**src/rtl/nios2_qsys_oci_dct_packer.sv**
```systemverilog
// ---------------------------------------------------------------------------
// nios2_qsys_oci_dct_packer
//
// Packs 2-bit direct-control-transfer (DCT) branch outcome codes into 30-bit
// trace frames. Codes shift in at the LSBs. The oldest code therefore ends up
// in the highest occupied slot. A frame is issued when the buffer fills
// (15 codes), on flush, or when tracing is switched off with codes pending.
// A single frame register feeds downstream. Its valid/ready handshake works
// as follows:
//   - a frame transfers on any cycle where frame_valid && frame_ready;
//   - frame_data/frame_count stay stable while frame_valid && !frame_ready;
//   - an emit that finds the register busy is dropped and sets overflow.
//
// Ports:
//   clk            in   clock, rising edge
//   reset          in   asynchronous active-high reset
//   trc_on         in   trace enable (codes captured only while high)
//   dct_valid      in   a code is presented this cycle
//   dct_code       in   the code (00 not-taken, 01 taken, 10/11 passthrough)
//   flush          in   force emission of a partial frame
//   clear_overflow in   clears the sticky overflow flag
//   frame_ready    in   downstream accepts the held frame
//   frame_valid    out  frame register holds a frame
//   frame_data     out  packed frame
//   frame_count    out  valid codes in the frame (1..15)
//   dct_buffer     out  live accumulation buffer
//   dct_count      out  codes in the live buffer (0..15)
//   overflow       out  sticky frame-lost indication
// ---------------------------------------------------------------------------
module nios2_qsys_oci_dct_packer #(
    parameter int CODE_W = 2,
    parameter int SLOTS  = 15
) (
    input  logic                      clk,
    input  logic                      reset,
    input  logic                      trc_on,
    input  logic                      dct_valid,
    input  logic [CODE_W-1:0]         dct_code,
    input  logic                      flush,
    input  logic                      clear_overflow,
    input  logic                      frame_ready,
    output logic                      frame_valid,
    output logic [CODE_W*SLOTS-1:0]   frame_data,
    output logic [3:0]                frame_count,
    output logic [CODE_W*SLOTS-1:0]   dct_buffer,
    output logic [3:0]                dct_count,
    output logic                      overflow
);

    localparam int FRAME_W = CODE_W * SLOTS;

    logic [FRAME_W-1:0] r_dct_buffer;
    logic [3:0]         r_dct_count;
    logic               r_frame_valid;
    logic [FRAME_W-1:0] r_frame_data;
    logic [3:0]         r_frame_count;
    logic               r_overflow;
    logic               r_trc_on_d;

    logic               w_accept;
    logic [FRAME_W-1:0] w_buf_next;
    logic [3:0]         w_cnt_next;
    logic               w_trc_fall;
    logic               w_emit;
    logic               w_frame_free;

    assign w_accept   = dct_valid && trc_on;
    assign w_buf_next = w_accept ? {r_dct_buffer[FRAME_W-CODE_W-1:0], dct_code}
                                 : r_dct_buffer;
    assign w_cnt_next = w_accept ? r_dct_count + 4'd1 : r_dct_count;
    assign w_trc_fall = r_trc_on_d && !trc_on;

    // The trace-off term uses the pre-accept count. No code can be accepted
    // while trc_on is low, so this is the same as the post-accept count.
    assign w_emit = (w_cnt_next == 4'(SLOTS))
                 || (flush && (w_cnt_next != 4'd0))
                 || (w_trc_fall && (r_dct_count != 4'd0));

    // Same-cycle frame_ready frees the register, which allows back-to-back frames.
    assign w_frame_free = !r_frame_valid || frame_ready;

    always_ff @(posedge clk or posedge reset) begin
        if (reset) begin
            r_dct_buffer  <= '0;
            r_dct_count   <= '0;
            r_frame_valid <= 1'b0;
            r_frame_data  <= '0;
            r_frame_count <= '0;
            r_overflow    <= 1'b0;
            r_trc_on_d    <= 1'b0;
        end else begin
            r_trc_on_d <= trc_on;

            if (w_emit) begin
                // The live buffer restarts even when the frame is lost.
                r_dct_buffer <= '0;
                r_dct_count  <= '0;
                if (w_frame_free) begin
                    r_frame_data  <= w_buf_next;
                    r_frame_count <= w_cnt_next;
                    r_frame_valid <= 1'b1;
                end
            end else begin
                r_dct_buffer <= w_buf_next;
                r_dct_count  <= w_cnt_next;
                if (r_frame_valid && frame_ready) begin
                    r_frame_valid <= 1'b0;
                end
            end

            // A new loss event wins over a same-cycle clear.
            if (w_emit && !w_frame_free) begin
                r_overflow <= 1'b1;
            end else if (clear_overflow) begin
                r_overflow <= 1'b0;
            end
        end
    end

    assign frame_valid = r_frame_valid;
    assign frame_data  = r_frame_data;
    assign frame_count = r_frame_count;
    assign dct_buffer  = r_dct_buffer;
    assign dct_count   = r_dct_count;
    assign overflow    = r_overflow;

endmodule

```
**config.mk**
```make
export PLATFORM = sky130hd
export DESIGN_NAME = nios2_qsys_oci_dct_packer
export DESIGN_NICKNAME = d
export VERILOG_FILES = /design/src/rtl/nios2_qsys_oci_dct_packer.sv
export SDC_FILE = /design/constraint.sdc
export NUM_CORES = 1
export LEC_CHECK = 0
export CORE_MARGIN = 5
export CORE_UTILIZATION = 52
export CTS_BUF_LIST = sky130_fd_sc_hd__clkbuf_16
export CTS_CLUSTER_DIAMETER = 50
export DETAILED_ROUTE_END_ITERATION = 10
export PLACE_DENSITY = 0.84
export SLEW_MARGIN = 20
export SYNTH_ARGS = -nofsm -noshare
export SYNTH_HDL_FRONTEND = slang
export SYNTH_SLANG_ARGS = --single-unit
```
**constraint.sdc**
```tcl
create_clock -name clk -period 7.5 [get_ports clk]
set_clock_uncertainty 0.1 [all_clocks]
set_input_delay 1.5 -clock clk [delete_from_list [all_inputs] [get_ports clk]]
set_output_delay 1.5 -clock clk [all_outputs]
set_load 0.05 [all_outputs]
```
==> results <==
- The flow ran to the end, and the final reports show no timing, DRC or antenna violations.
- The library cell used most frequently in the layout, excluding fill and tap cells, is sky130_fd_sc_hd__clkdlybuf4s50_1.
- The depth of the CTS H-tree is 3.
- Of all nets on the critical path, the largest fanout is 31.
- The portion of synthesized cell area occupied by the leading cell type is roughly 58%.
- The later pin in the worst-skew pair is clocked with a latency of between 0.3 and 0.4 ns.
- The tree is rooted in a sky130_fd_sc_hd__clkbuf_16.
- The via density per instance is 5.19.
- The number of CTS-inserted buffers is 9.
- The detailed router's first-iteration violation count is about 140.
- The leakage power figure is between 0.0015 and 0.002 uW.
- The netlist uses 35 different library cells.
- The worst min-delay path category is flop to flop.
- The shortest period the worst path allows is around 4.6 ns.
- In this run the remaining antenna-violating nets after routing total 0.
- For this design, the CTS-stage hold fixing added 0 buffers.
- The initialized floorplan defines 28 standard-cell rows.
- The number of input and output port buffers inserted is 78.
- The number of buffers between clock root and the deepest sink is 2.
- Setup repair after global routing left no endpoint under its margin.
- CTS saw approximately 70 sinks.
- The worst setup path is of the input port to flop kind.
- Excluding fillers, the count of instances in the completed layout stands at between 300 and 400.
- The highest attainable clock frequency is about 0.22 GHz.
- Hold is met by approximately 0.41 ns.
- For this run, the register share of the synthesized area comes to roughly 58%.
- Headroom to the max-slew limit came out at a little over two fifths.
- The area of the die is approximately 7500 sq um.
- Each instance of the synthesized netlist takes up on average around 13 sq um.
- The number of antenna diodes in the final layout is 0.
- Global routing consumed, over all layers together, between 10% and 20% of the routing resources.
- The slowest cell on the critical path is sky130_fd_sc_hd__and2_2.
- The worst stage delay on the critical path is between 0.7 and 0.8 ns.
- The number of filler cells placed in the layout is 430.
- The area inside the core boundary is 5850 sq um.
- IR analysis of the VDD net gives a maximum drop of 0.181 mV.
- The area occupied by multi-input gates is 1160 sq um.
- The horizontal extent of the die is a little under 90 um.
- Once the clock tree was built, the setup fixing pass inserted 0 buffers.
- The final core utilization is 70.9%.
- The final worst-path cycle share is between 60% and 70%.
- The number of optimization iterations in the first detailed-route pass is 4.
- The number of placed instances, taps included, is 379.
- The type of origin of the critical path is an input port.
- The cell type contributing the most total cell area after synthesis is sky130_fd_sc_hd__dfrtp_1.
- The reported max-cap violation count is 0.
- Wires add up to roughly 6.6 mm.
- The logic depth of the worst register-to-register path is 8.
- The cell area after synthesis is 3070 sq um.
- TritonCTS built the clock tree.
- Setup violations remaining at the end of the flow were counted as 0.
- Data arrives at the worst endpoint at around 4.7 ns.
- The worst flop-to-flop path endpoint is frame_data[16].
- In this run the power density over the cells is around 310 nW/um^2.
- The final route contains around 2000 vias.
- The number of nets produced by synthesis is ~250.
- The final layout contains ~330 nets.
- The initial antenna violation count is 0.
- The launch point of the worst reg-to-reg path is dct_count[0].
- Global routing finished with a remaining overflow of 0.
- STA classifies the critical path endpoint as a flop.
- The post-synthesis cell count is around 230.
- Clock-pin slew was measured on the worst setup and hold paths at roughly 0.050 ns.
- At the pin with the least slew margin, the transition time is between 0.8 and 0.9 ns.
- The die span in y is ~87 um.
- The via count of the first global-routing pass is between 2000 and 2500.
- The launch point of the critical path is trc_on.
- In the final layout, flip-flops and latches occupy 1780 sq um.
- At the worst endpoint, the required time is roughly 7.6 ns.
- The final count of pins violating max slew came to 0.
- In the post-synthesis netlist, the biggest area contributors are sky130_fd_sc_hd__dfrtp_1 58%, sky130_fd_sc_hd__mux2i_1 8.5%, sky130_fd_sc_hd__mux2_2 8.1%.
- In this run the count of I/O pins placed on the die edge is 79.
- The layout cell share with drive strength beyond 1 is 17.3%.
- The hold violation count in the final report was 0.
- Once the floorplan was initialized, standard cells occupied around 53% of the core.
- The first global-routing pass estimated between 10 and 15 mm of wire.
- Compared with the post-synthesis result, the final layout area differs by 34.9%.
- The number of gates resized after CTS was 0.
- The largest net degree at the start of global routing is between 70 and 80.
- The congestion estimate from routability-driven global placement came to 0.811.
- The Yosys step of the flow raised 0 warnings.
- The library cells used most frequently in the layout, excluding fill and tap cells, are 78 x sky130_fd_sc_hd__clkdlybuf4s50_1, 71 x sky130_fd_sc_hd__dfrtp_1, 26 x sky130_fd_sc_hd__mux2i_1.
- The remaining routing DRC violations is 0.
- The detailed-route wire length per cell is between 15 and 20 um.
- The slack of the worst reg-to-reg path is approximately 4.5 ns.
- Detailed placement ended at an HPWL of 4.47 mm.
- The endpoint of the worst setup timing path is frame_data[16].
- For the final routed database, the setup TNS stands at 0 ns.
- Counting flops and latches in the post-synthesis netlist gives just over 70.
- Traced cell by cell, the critical path runs through clkdlybuf4s50_1 > and2_2 > o31ai_1 > a21boi_0 > o211a_2 > buf_4 > mux2_4.
==> worst min path at each step <==
stage / start / endpoint / depth (start not counted)
floorplan: r_trc_on_d / frame_count[2] / 4
global placement: frame_count[2] / frame_count[2] / 1
detailed placement: frame_data[21] / frame_data[21] / 1
CTS: frame_data[27] / frame_data[27] / 1
global route: frame_data[22] / frame_data[22] / 1
finish: frame_data[18] / frame_data[18] / 1
==> critical path: cells and delay by family <==
kind / cells / cell delay, ns
multiplexers: 1 / 0.33
AO/OA/AOI/OAI: 3 / 1.07
AND/OR/NAND/NOR: 1 / 0.72
buffers and inverters: 2 / 1.03
==> through the flow <==
step / worst slack [ns] / power [uW] / area, sq um
after floorplan: 4.10 / 817 / 3070
after global placement: 2.76 / 951 / 3900
after detailed placement: 2.60 / 958 / 3900
after CTS: 2.89 / 1320 / 4150
after global routing: 2.70 / 1360 / 4150
final: 2.91 / 1300 / 4150
==> synth_stat cells <==
library cell	count
sky130_fd_sc_hd__mux2_2	22
sky130_fd_sc_hd__a211o_1	1
sky130_fd_sc_hd__nand4b_1	1
sky130_fd_sc_hd__a21boi_0	1
sky130_fd_sc_hd__ha_1	2
sky130_fd_sc_hd__o21ai_0	1
sky130_fd_sc_hd__or2_2	1
sky130_fd_sc_hd__buf_1	1
sky130_fd_sc_hd__buf_6	3
sky130_fd_sc_hd__o211a_1	1
sky130_fd_sc_hd__a311o_1	1
sky130_fd_sc_hd__nand2_2	1
sky130_fd_sc_hd__nand2_1	3
sky130_fd_sc_hd__mux2i_1	26
sky130_fd_sc_hd__nor2b_1	19
sky130_fd_sc_hd__nand3_1	4
sky130_fd_sc_hd__nor2_1	17
sky130_fd_sc_hd__a21oi_1	3
sky130_fd_sc_hd__o31ai_1	1
sky130_fd_sc_hd__nand2b_1	2
sky130_fd_sc_hd__or3_1	2
sky130_fd_sc_hd__a22o_1	1
sky130_fd_sc_hd__xnor2_1	2
sky130_fd_sc_hd__buf_2	2
sky130_fd_sc_hd__o21a_1	2
sky130_fd_sc_hd__o32a_1	1
sky130_fd_sc_hd__and2_1	1
sky130_fd_sc_hd__mux2_4	15
sky130_fd_sc_hd__clkbuf_1	4
sky130_fd_sc_hd__dfrtp_1	71
sky130_fd_sc_hd__inv_1	18
sky130_fd_sc_hd__buf_4	1
sky130_fd_sc_hd__o22ai_1	1
sky130_fd_sc_hd__nor3_1	1
sky130_fd_sc_hd__xor2_1	1
==> report_power, final <==
| part | switching, uW | internal, uW |
|---|---|---|
| logic | 312 | 162 |
| clock network | 137 | 214 |
| registers | 43.3 | 435 |
==> cell families after synthesis <==
family | share of synthesized area [%]
compound gates | 3.38
xor+xnor | 0.855
fa+ha+maj | 0.814
buf+inv | 4.48
flops | 57.8
mux | 23.9
simple gates | 8.83
==> final cells by class <==
type / instances / share of cell area, %
clock buffers: 9 / 5.43
clock inverters: 5 / 0.483
inverters: 18 / 1.63
multi-input cells: 134 / 28.0
flip-flops and latches: 71 / 42.8
well taps: 75 / 2.26
repair buffers: 81 / 19.4
==> sequential cells by signal, indices dropped and copies added (netlist names) <==
signal / count
dct_buffer: 30
r_trc_on_d: 1
frame_count: 4
dct_count: 4
frame_valid: 1
frame_data: 30
overflow: 1
==> metal layers <==
metal	GRT usage [%]	wire [um]	share of wire, %
met4	9.49	48	0.73
met2	32.0	3410	52
met3	3.50	270	4.1
met5	0	0	0
met1	24.4	2820	43
(Power assumes the default switching activity.)
